==> config.mk <==
export PLATFORM = sky130hd
export DESIGN_NAME = alu16_sliced_reg
export DESIGN_NICKNAME = d
export VERILOG_FILES = /design/src/rtl/alu16_sliced_reg.sv
export SDC_FILE = /design/constraint.sdc
export NUM_CORES = 1
export LEC_CHECK = 0
export ABC_AREA = 1
export CAP_MARGIN = 20
export CORE_ASPECT_RATIO = 0.75
export CORE_MARGIN = 2
export CORE_UTILIZATION = 52
export CTS_BUF_LIST = sky130_fd_sc_hd__clkbuf_16
export DETAILED_ROUTE_END_ITERATION = 8
export PLACE_DENSITY_LB_ADDON = 0.25
export SYNTH_ARGS = -nofsm -noshare
export SYNTH_HDL_FRONTEND = slang
export SYNTH_SLANG_ARGS = --single-unit
==> constraint.sdc <==
create_clock -name clk -period 1 [get_ports clk]
set_input_delay 0.1 -clock clk [delete_from_list [all_inputs] [get_ports clk]]
set_output_delay 0.1 -clock clk [all_outputs]
set_load 0.02 [all_outputs]
==> src/rtl/alu16_sliced_reg.sv <==
// ---------------------------------------------------------------------------
// alu16_sliced_reg
//
// Registered WIDTH-bit ALU for the execute stage of the 16-bit CPU. It sits
// between the register-file read ports and the writeback path. The ALU is
// built from WIDTH identical 1-bit slices chained by ripple carry. Each
// slice contains:
//   - an A invert mux and a B invert mux,
//   - a full adder,
//   - a 5-way result mux.
// Result, carry and zero flags are registered, giving one cycle of latency.
//
// Optional build macro:
//   ALU_OVERFLOW_EN - adds a registered signed-overflow output for ADD/SUB
//                     and SLT. When the macro is undefined, the port is
//                     absent, but the overflow term is still used for SLT.
//
// Ports:
//   clk        in   1      rising-edge clock
//   rst_n      in   1      asynchronous active-low reset
//   en         in   1      capture enable; low holds every output register
//   a, b       in   WIDTH  operands
//   ainvert    in   1      invert A in every slice
//   binvert    in   1      invert B in every slice; also carry-in for ADD/SUB
//   op         in   3      000 AND, 001 SLT, 010 OR, 011 XOR, 100 ADD/SUB,
//                          101..111 give zero
//   result     out  WIDTH  registered result
//   carry_out  out  1      registered MSB carry (ADD/SUB and SLT only)
//   zero       out  1      registered flag, set when result is all zeros
//   overflow   out  1      (ALU_OVERFLOW_EN only) registered signed overflow
// ---------------------------------------------------------------------------

module alu_mux2 (
    input  logic d0,
    input  logic d1,
    input  logic sel,
    output logic y
);
    assign y = sel ? d1 : d0;
endmodule

module alu_full_adder (
    input  logic a,
    input  logic b,
    input  logic cin,
    output logic sum,
    output logic cout
);
    assign sum  = a ^ b ^ cin;
    assign cout = (a & b) | (a & cin) | (b & cin);
endmodule

module alu_mux5 (
    input  logic       d0,
    input  logic       d1,
    input  logic       d2,
    input  logic       d3,
    input  logic       d4,
    input  logic [2:0] sel,
    output logic       y
);
    always_comb begin
        y = 1'b0;
        case (sel)
            3'b000:  y = d0;
            3'b001:  y = d1;
            3'b010:  y = d2;
            3'b011:  y = d3;
            3'b100:  y = d4;
            default: y = 1'b0;
        endcase
    end
endmodule

module alu_slice #(
    parameter bit IS_MSB = 1'b0
) (
    input  logic       a,
    input  logic       b,
    input  logic       ainvert,
    input  logic       binvert,
    input  logic       cin,
    input  logic       less,
    input  logic [2:0] op,
    output logic       result,
    output logic       cout,
    output logic       msb_sum
);
    logic ma;
    logic mb;
    logic sum;

    alu_mux2 u_amux (.d0(a), .d1(~a), .sel(ainvert), .y(ma));
    alu_mux2 u_bmux (.d0(b), .d1(~b), .sel(binvert), .y(mb));

    alu_full_adder u_fa (.a(ma), .b(mb), .cin(cin), .sum(sum), .cout(cout));

    alu_mux5 u_rmux (
        .d0  (ma & mb),
        .d1  (less),
        .d2  (ma | mb),
        .d3  (ma ^ mb),
        .d4  (sum),
        .sel (op),
        .y   (result)
    );

    // Only the MSB slice exposes its sum (the sign bit used for SLT); the
    // other slices drive 0, so the top level can simply OR the bits together.
    assign msb_sum = IS_MSB ? sum : 1'b0;
endmodule

module alu16_sliced_reg #(
    parameter int WIDTH = 16
) (
    input  logic             clk,
    input  logic             rst_n,
    input  logic             en,
    input  logic [WIDTH-1:0] a,
    input  logic [WIDTH-1:0] b,
    input  logic             ainvert,
    input  logic             binvert,
    input  logic [2:0]       op,
    output logic [WIDTH-1:0] result,
    output logic             carry_out,
    output logic             zero
`ifdef ALU_OVERFLOW_EN
    ,
    output logic             overflow
`endif
);
    logic             binv_eff_p0;
    logic [WIDTH-1:0] result_p0;
    logic [WIDTH-1:0] msb_sum_p0;
    logic             cin_msb_p0;
    logic             cout_msb_p0;
    logic             ovf_p0;
    logic             less_p0;
    logic             arith_p0;

    // SLT always performs a + ~b + 1, whatever binvert says.
    assign binv_eff_p0 = (op == 3'b001) | binvert;

    // Stage p0: combinational slice chain.
    for (genvar i = 0; i < WIDTH; i++) begin : g_slice
        logic cin_w;
        logic cout_w;

        if (i == 0) begin : g_cin0
            assign cin_w = binv_eff_p0;
        end else begin : g_cinn
            assign cin_w = g_slice[i-1].cout_w;
        end

        alu_slice #(.IS_MSB(i == WIDTH - 1)) u_slice (
            .a       (a[i]),
            .b       (b[i]),
            .ainvert (ainvert),
            .binvert (binv_eff_p0),
            .cin     (cin_w),
            .less    ((i == 0) ? less_p0 : 1'b0),
            .op      (op),
            .result  (result_p0[i]),
            .cout    (cout_w),
            .msb_sum (msb_sum_p0[i])
        );
    end

    assign cin_msb_p0  = g_slice[WIDTH-1].cin_w;
    assign cout_msb_p0 = g_slice[WIDTH-1].cout_w;
    assign ovf_p0      = cin_msb_p0 ^ cout_msb_p0;
    // Sign of the difference, corrected for signed overflow, feeds slice 0.
    assign less_p0     = (|msb_sum_p0) ^ ovf_p0;
    assign arith_p0    = (op == 3'b100) | (op == 3'b001);

    // Stage p1: output registers.
    always_ff @(posedge clk or negedge rst_n) begin
        if (!rst_n) begin
            result    <= '0;
            carry_out <= 1'b0;
            zero      <= 1'b1;
        end else if (en) begin
            result    <= result_p0;
            carry_out <= arith_p0 & cout_msb_p0;
            zero      <= ~|result_p0;
        end
    end

`ifdef ALU_OVERFLOW_EN
    always_ff @(posedge clk or negedge rst_n) begin
        if (!rst_n) begin
            overflow <= 1'b0;
        end else if (en) begin
            overflow <= arith_p0 & ovf_p0;
        end
    end
`endif

endmodule

Yosys cells after proc, flatten, opt, wreduce, memory -nomap -nowiden
Index checks and enable logic that the tools add are counted.
- input bits: 40
- logic and storage cells: 223
- register bits: 18
- output and inout bits: 18
- equal/unequal tests: 4
- mux-type cells: 48
- reduce and logical (&&, ||, !) cells: 3
- bitwise operators: 165
- operators by type and width (kind ; number):
    1-bit one-hot mux with 4 select lines ; 15
    1-bit bitwise OR ; 50
    1-bit bitwise AND ; 49
    1-bit bitwise XOR ; 34
    1-bit two-way mux ; 32
    1-bit inverter ; 32
    16-bit OR reduction ; 1
    3-bit by 2-bit == test with 1-bit output (second input constant) ; 2
    1-bit one-hot mux with 5 select lines ; 1
    3-bit by 1-bit == test with 1-bit output (second input constant) ; 1
    3-bit == test (second input constant) ; 1
    3-bit logical NOT ; 1
    1-bit logical NOT ; 1

Depth between registers and ports, before layout
- depth after elaboration: 56
- gate-level depth with buffers: 31

By module
A second synthesis with hierarchy kept.
- cell total of the unflattened synthesis: 674
- area, all modules: 3636.0 sq um
- modules (own cells, without submodules) (module ; area each (sq um) ; times used ; cells each):
    alu_mux5 ; 68.8 ; 16 ; 17
    alu16_sliced_reg ; 864.6 ; 1 ; 116
    alu_slice (g_slice[0].u_slice ...) ; 55.1 ; 15 ; 9
    alu_mux2 ; 15.0 ; 32 ; 4
    alu_full_adder ; 20.0 ; 16 ; 1
    alu_slice (g_slice[15].u_slice) ; 43.8 ; 1 ; 7

Least setup slack after synthesis
OpenSTA, ideal clock, no wires.
- path type: input -> register
- start: in op[2]
- end: reg zero
- library setup time: 70 ps
- setup slack: -6064 ps
- arrival: 6994 ps
- stages on the path: 27
- required time: 930 ps
- cell sequence: buf_4 > inv_2 > nand3_2 > nand2_4 > xor2_1 > fa_1 > inv_1 > fa_1 > fa_1 > fa_1 > fa_1 > fa_1 > fa_1 > fa_1 > fa_1 > fa_1 > fa_1 > fa_1 > fa_1 > fa_1 > fa_1 > o21ai_0 > nor2_1 > nand2_1 > nor2_1 > nand2_1 > o21bai_2
- word-level cells in the longest chain between the ends: 56
- elaborated cells between the ends (all ways): 170
- classes of those cells: 4 x eq/ne; 32 x mux; 131 x bitwise; 3 x reduce/logical
- ends and longest elaborated chain (element ; RTL line ; text):
    from (decl) ; 123 ; input logic [2:0] op,
    3-bit by 1-bit == test with 1-bit output ; - ;
    1-bit bitwise OR ; 142 ; assign binv_eff_p0 = (op == 3'b001) | binvert;
    1-bit two-way mux ; 39 ; assign y = sel ? d1 : d0;
    1-bit bitwise AND ; 50, 99 ;
    1-bit bitwise OR (2 in a row) ; 50 ; assign cout = (a & b) | (a & cin) | (b & cin);
    1-bit bitwise AND ; 50 ;
    1-bit bitwise OR (2 in a row) ; 50 ;
    1-bit bitwise AND ; 50 ;
    [36 not listed] ; - ;
    1-bit bitwise OR (2 in a row) ; 50 ;
    1-bit bitwise AND ; 50 ;
    1-bit bitwise OR (2 in a row) ; 50 ;
    1-bit bitwise XOR ; 171 ; assign ovf_p0 = cin_msb_p0 ^ cout_msb_p0;
    1-bit bitwise XOR ; 173 ; assign less_p0 = (|msb_sum_p0) ^ ovf_p0;
    1-bit one-hot mux with 5 select lines ; 64 ; case (sel)
    16-bit OR reduction (*) ; 185 ; zero <= ~|result_p0;
    1-bit logical NOT (*) ; 185 ;
    to (signal assigned) ; 185 ;
    to (decl) ; 126 ; output logic zero
Every way passes the cells marked *; elsewhere a longest branch is shown, timed or not.
A chain may end at the register's enable or synchronous reset.

Worst setup path after layout
Ends and elaborated chain as after synthesis.

==> impl_table.tex <==
\begin{tabular}{lr}
\hline
Metric & Value \\
\hline
\multicolumn{2}{l}{\textbf{Setup path}} \\
Critical Path Max Stage Delay & 480 ps \\
CP startpoint & op[2] \\
Reg-to-reg endpoint & zero \\
Worst reg-to-reg setup slack & approximately 170 ps \\
Most Frequent Cell on Critical Path & sky130\_fd\_sc\_hd\_\_fa\_2 \\
Critical Path RT & around 1200 ps \\
CP Capture Type & register \\
Maximum net fanout on the critical path & 4 \\
Kind of critical path & input pin to register \\
Buffers and inverters on the worst path & 5 \\
Depth of the worst register-to-register path & 3 \\
Reg2reg start & zero \\
End of the critical path & zero \\
Largest delay share family, worst path & adder cells \\
Logic depth of the worst setup path including buffers & 30 \\
Data arrival time of the worst path & approximately 6600 ps \\
Worst-path cell with the longest stage delay & sky130\_fd\_sc\_hd\_\_fa\_1 \\
Startpoint Class & input pin \\
\multicolumn{2}{l}{\textbf{Layout}} \\
Fraction of layout cells with a size suffix above 1 & 0.414 \\
Most common library cell in the layout ignoring fill and taps & sky130\_fd\_sc\_hd\_\_buf\_4 \\
Most used cells in the layout excluding fill and tap cells & sky130\_fd\_sc\_hd\_\_buf\_4, sky130\_fd\_sc\_hd\_\_nand2\_1, sky130\_fd\_sc\_hd\_\_inv\_1 \\
Area overhead of the layout relative to synthesis & 58.9\% \\
Post-layout net count & between 500 and 600 \\
Design area & approximately 0.0042 sq mm \\
Antenna diode count & 0 \\
\multicolumn{2}{l}{\textbf{Placed design}} \\
Cell area after placement & 0.00393 sq mm \\
Final RePlAce weighted congestion & about 0.9 \\
Worst slack after detailed placement & -6120 ps \\
HPWL reported at the end of detailed placement & 5650 um \\
\# port buffers & 57 \\
\multicolumn{2}{l}{\textbf{Global route}} \\
Number of antenna violations at the first check in global routing & 0 \\
Global Route Usage Sum & 0.288 \\
Pin count of the biggest net entering global routing & 41 \\
Vias in the first global route & around 2900 \\
Wire length of the first global-routing pass & 12800 um \\
GRT Residual Overflow & 0 \\
\multicolumn{2}{l}{\textbf{Route}} \\
Post-detailed-route count of antenna-violating nets & 0 \\
Length of the first detailed-routing pass in iterations & 5 \\
Drt drc & 0 \\
Vias per cell & approximately 5 \\
Final routed wirelength across all metal layers & between 7000 and 8000 um \\
First-iteration detailed-routing DRC count & 140 \\
Vias after detailed routing & approximately 2800 \\
Wirelength per Cell & 14.6 um \\
\multicolumn{2}{l}{\textbf{Logic synthesis}} \\
Post-synthesis sequential area ratio & 0.172 \\
Yosys warning count & 0 \\
Synthesized netlist net count & 430 \\
Cell variety after synth & 25 \\
Post-synthesis instance total & $\sim$340 \\
Synthesis-stage register bit count & 18 \\
Combined area of all synthesized cells & approximately 0.0026 sq mm \\
Average footprint of a synthesized cell & 7.68 sq um \\
\multicolumn{2}{l}{\textbf{Floorplanning}} \\
Starting utilization of the core area & 0.539 \\
Std-Cell Rows & 22 \\
Floorplan Core Area & between 0.004 and 0.005 sq mm \\
Vert. Die Dim & about 66 um \\
Boundary pin count & 58 \\
Horizontal die dimension & around 86 um \\
Die footprint & between 0.005 and 0.006 sq mm \\
\multicolumn{2}{l}{\textbf{Timing}} \\
Worst slew margin & 0.413 \\
Setup violations, final & 19 \\
Maximum operating frequency & $\sim$150 MHz \\
Number of max-slew violations in the final report & 0 \\
Number of hold violations in the final report & 0 \\
Final Skew & 0 ps \\
Setup repair after global routing missed its margin & true \\
Least setup slack across all paths after layout & -5450 ps \\
Pin slew with the least headroom to its limit & between 800 and 900 ps \\
Final Cycle Share & 6.45 \\
Minimum clock period & approximately 6500 ps \\
\multicolumn{2}{l}{\textbf{Clock tree}} \\
Clock Tree Buf Depth & 2 \\
Maximum level of the CTS H-tree & 1 \\
Clock-pin slew on the worst setup and hold paths & about 50 ps \\
Cell chosen for the clock root & sky130\_fd\_sc\_hd\_\_clkbuf\_16 \\
Clk\_lat worst skew & about 250 ps \\
TritonCTS clock tree & yes \\
Clock sink total & 18 \\
Number of clock buffers inserted by TritonCTS & 3 \\
\multicolumn{2}{l}{\textbf{Hold path}} \\
Worst min path class & input pin to asynchronous set/reset pin \\
\multicolumn{2}{l}{\textbf{Power and ir drop}} \\
Static leakage & 2.14 nW \\
Pwr per Cell Area & around 1100 mW/mm\^{}2 \\
Post-layout total power & 4.40 mW \\
Maximum vdd drop & around 0.00067 V \\
\multicolumn{2}{l}{\textbf{Outcome}} \\
Outcome & finished with violations \\
Failing checks & setup timing \\
\multicolumn{2}{l}{\textbf{Flow run}} \\
Count of maximum capacitance violations & 0 \\
\hline
\end{tabular}
[sequential cells by signal (all words and copies together), names as in the netlist]
register	flops
result	16
zero	1
carry_out	1
[synthesized netlist by cell type]
library cell / number / area share
sky130_fd_sc_hd__nand2_1: 63 / 0.090
sky130_fd_sc_hd__inv_1: 53 / 0.076
sky130_fd_sc_hd__ha_1: 32 / 0.15
sky130_fd_sc_hd__o21ai_0: 26 / 0.050
sky130_fd_sc_hd__nor2_1: 22 / 0.031
sky130_fd_sc_hd__dfrtp_1: 17 / 0.16
sky130_fd_sc_hd__fa_1: 16 / 0.12
sky130_fd_sc_hd__xor2_1: 16 / 0.053
sky130_fd_sc_hd__nand3_1: 15 / 0.029
sky130_fd_sc_hd__nand4_1: 15 / 0.036
sky130_fd_sc_hd__xnor2_1: 15 / 0.050
sky130_fd_sc_hd__nand3b_1: 10 / 0.029
sky130_fd_sc_hd__buf_2: 8 / 0.015
sky130_fd_sc_hd__nand3_2: 8 / 0.031
sky130_fd_sc_hd__nor2_2: 6 / 0.014
sky130_fd_sc_hd__buf_6: 4 / 0.017
sky130_fd_sc_hd__clkbuf_1: 4 / 0.0057
sky130_fd_sc_hd__inv_2: 3 / 0.0043
sky130_fd_sc_hd__buf_4: 2 / 0.0057
sky130_fd_sc_hd__nor3_1: 2 / 0.0038
sky130_fd_sc_hd__dfstp_2: 1 / 0.010
sky130_fd_sc_hd__nand2_4: 1 / 0.0043
sky130_fd_sc_hd__o21a_1: 1 / 0.0029
sky130_fd_sc_hd__o21ai_1: 1 / 0.0019
sky130_fd_sc_hd__o21bai_2: 1 / 0.0043
[where the power goes]
group	internal [mW]	total (mW)	switching, mW
sequential	0.837	0.900	0.0631
combinational	1.34	2.70	1.36
clock	0.532	0.800	0.268
[layer usage]
layer  global-route usage  vias up  part of all wire
met5                    0        -                 0
met2                0.543      101              0.51
li1                     -     1344                 -
met3               0.0264       19             0.055
met4                0.115        0             0.026
met1                0.337     1315              0.41
[worst register-to-register path, delay by kind of cell (launching register included)]
family          cells  cell delay [ps]
buf+inv             1               40
flops               1              540
compound gates      1              110
simple gates        1               70
[cells by family after synthesis]
| family | count (synthesis) | share of synthesized area |
|---|---|---|
| adder cells (fa/ha/maj) | 48 | 0.275 |
| buffers and inverters | 74 | 0.124 |
| AND/OR/NAND/NOR | 142 | 0.267 |
| XOR/XNOR | 31 | 0.103 |
| flip-flops | 18 | 0.172 |
| AO/OA/AOI/OAI | 29 | 0.0586 |
[how the worst min path moves through the flow]
stage / start / end / slack, ps / cells past startpoint
after floorplan: rst_n / carry_out / -200 / 0
after global placement: rst_n / result[0] / 380 / 1
after detailed placement: rst_n / result[0] / 370 / 1
after CTS: rst_n / result[0] / 110 / 1
after global routing: rst_n / result[15] / 120 / 1
final: rst_n / result[0] / 110 / 1
[metrics by stage]
stage / util / TNS [ps] / cells / hold slack (ps)
after global routing: 0.856 / -60620 / 541 / 117
after global placement: 0.806 / -71620 / 530 / 377
final: 0.856 / -58550 / 541 / 107
after detailed placement: 0.806 / -73660 / 530 / 371
after CTS: 0.853 / -58060 / 540 / 107
after floorplan: - / -58270 / 342 / -196
[what timing repair did]
action / in CTS / in global routing
hold buffers: 0 / 0
resized for setup: 134 / 34
endpoints found under the setup margin: 36 / 30
setup buffers: 12 / 5
pin swaps: 19 / 22
[area by class of cell]
cell class,count,area [sq um]
Multi-Input combinational cell,250,2060
Timing Repair Buffer,153,1270
Fill cell,265,702
Sequential cell,18,452
Inverter,56,230
Clock buffer,3,75.1
Tap cell,60,75.1
Clock inverter,1,3.75
Power figures use the tool's default switching activity.
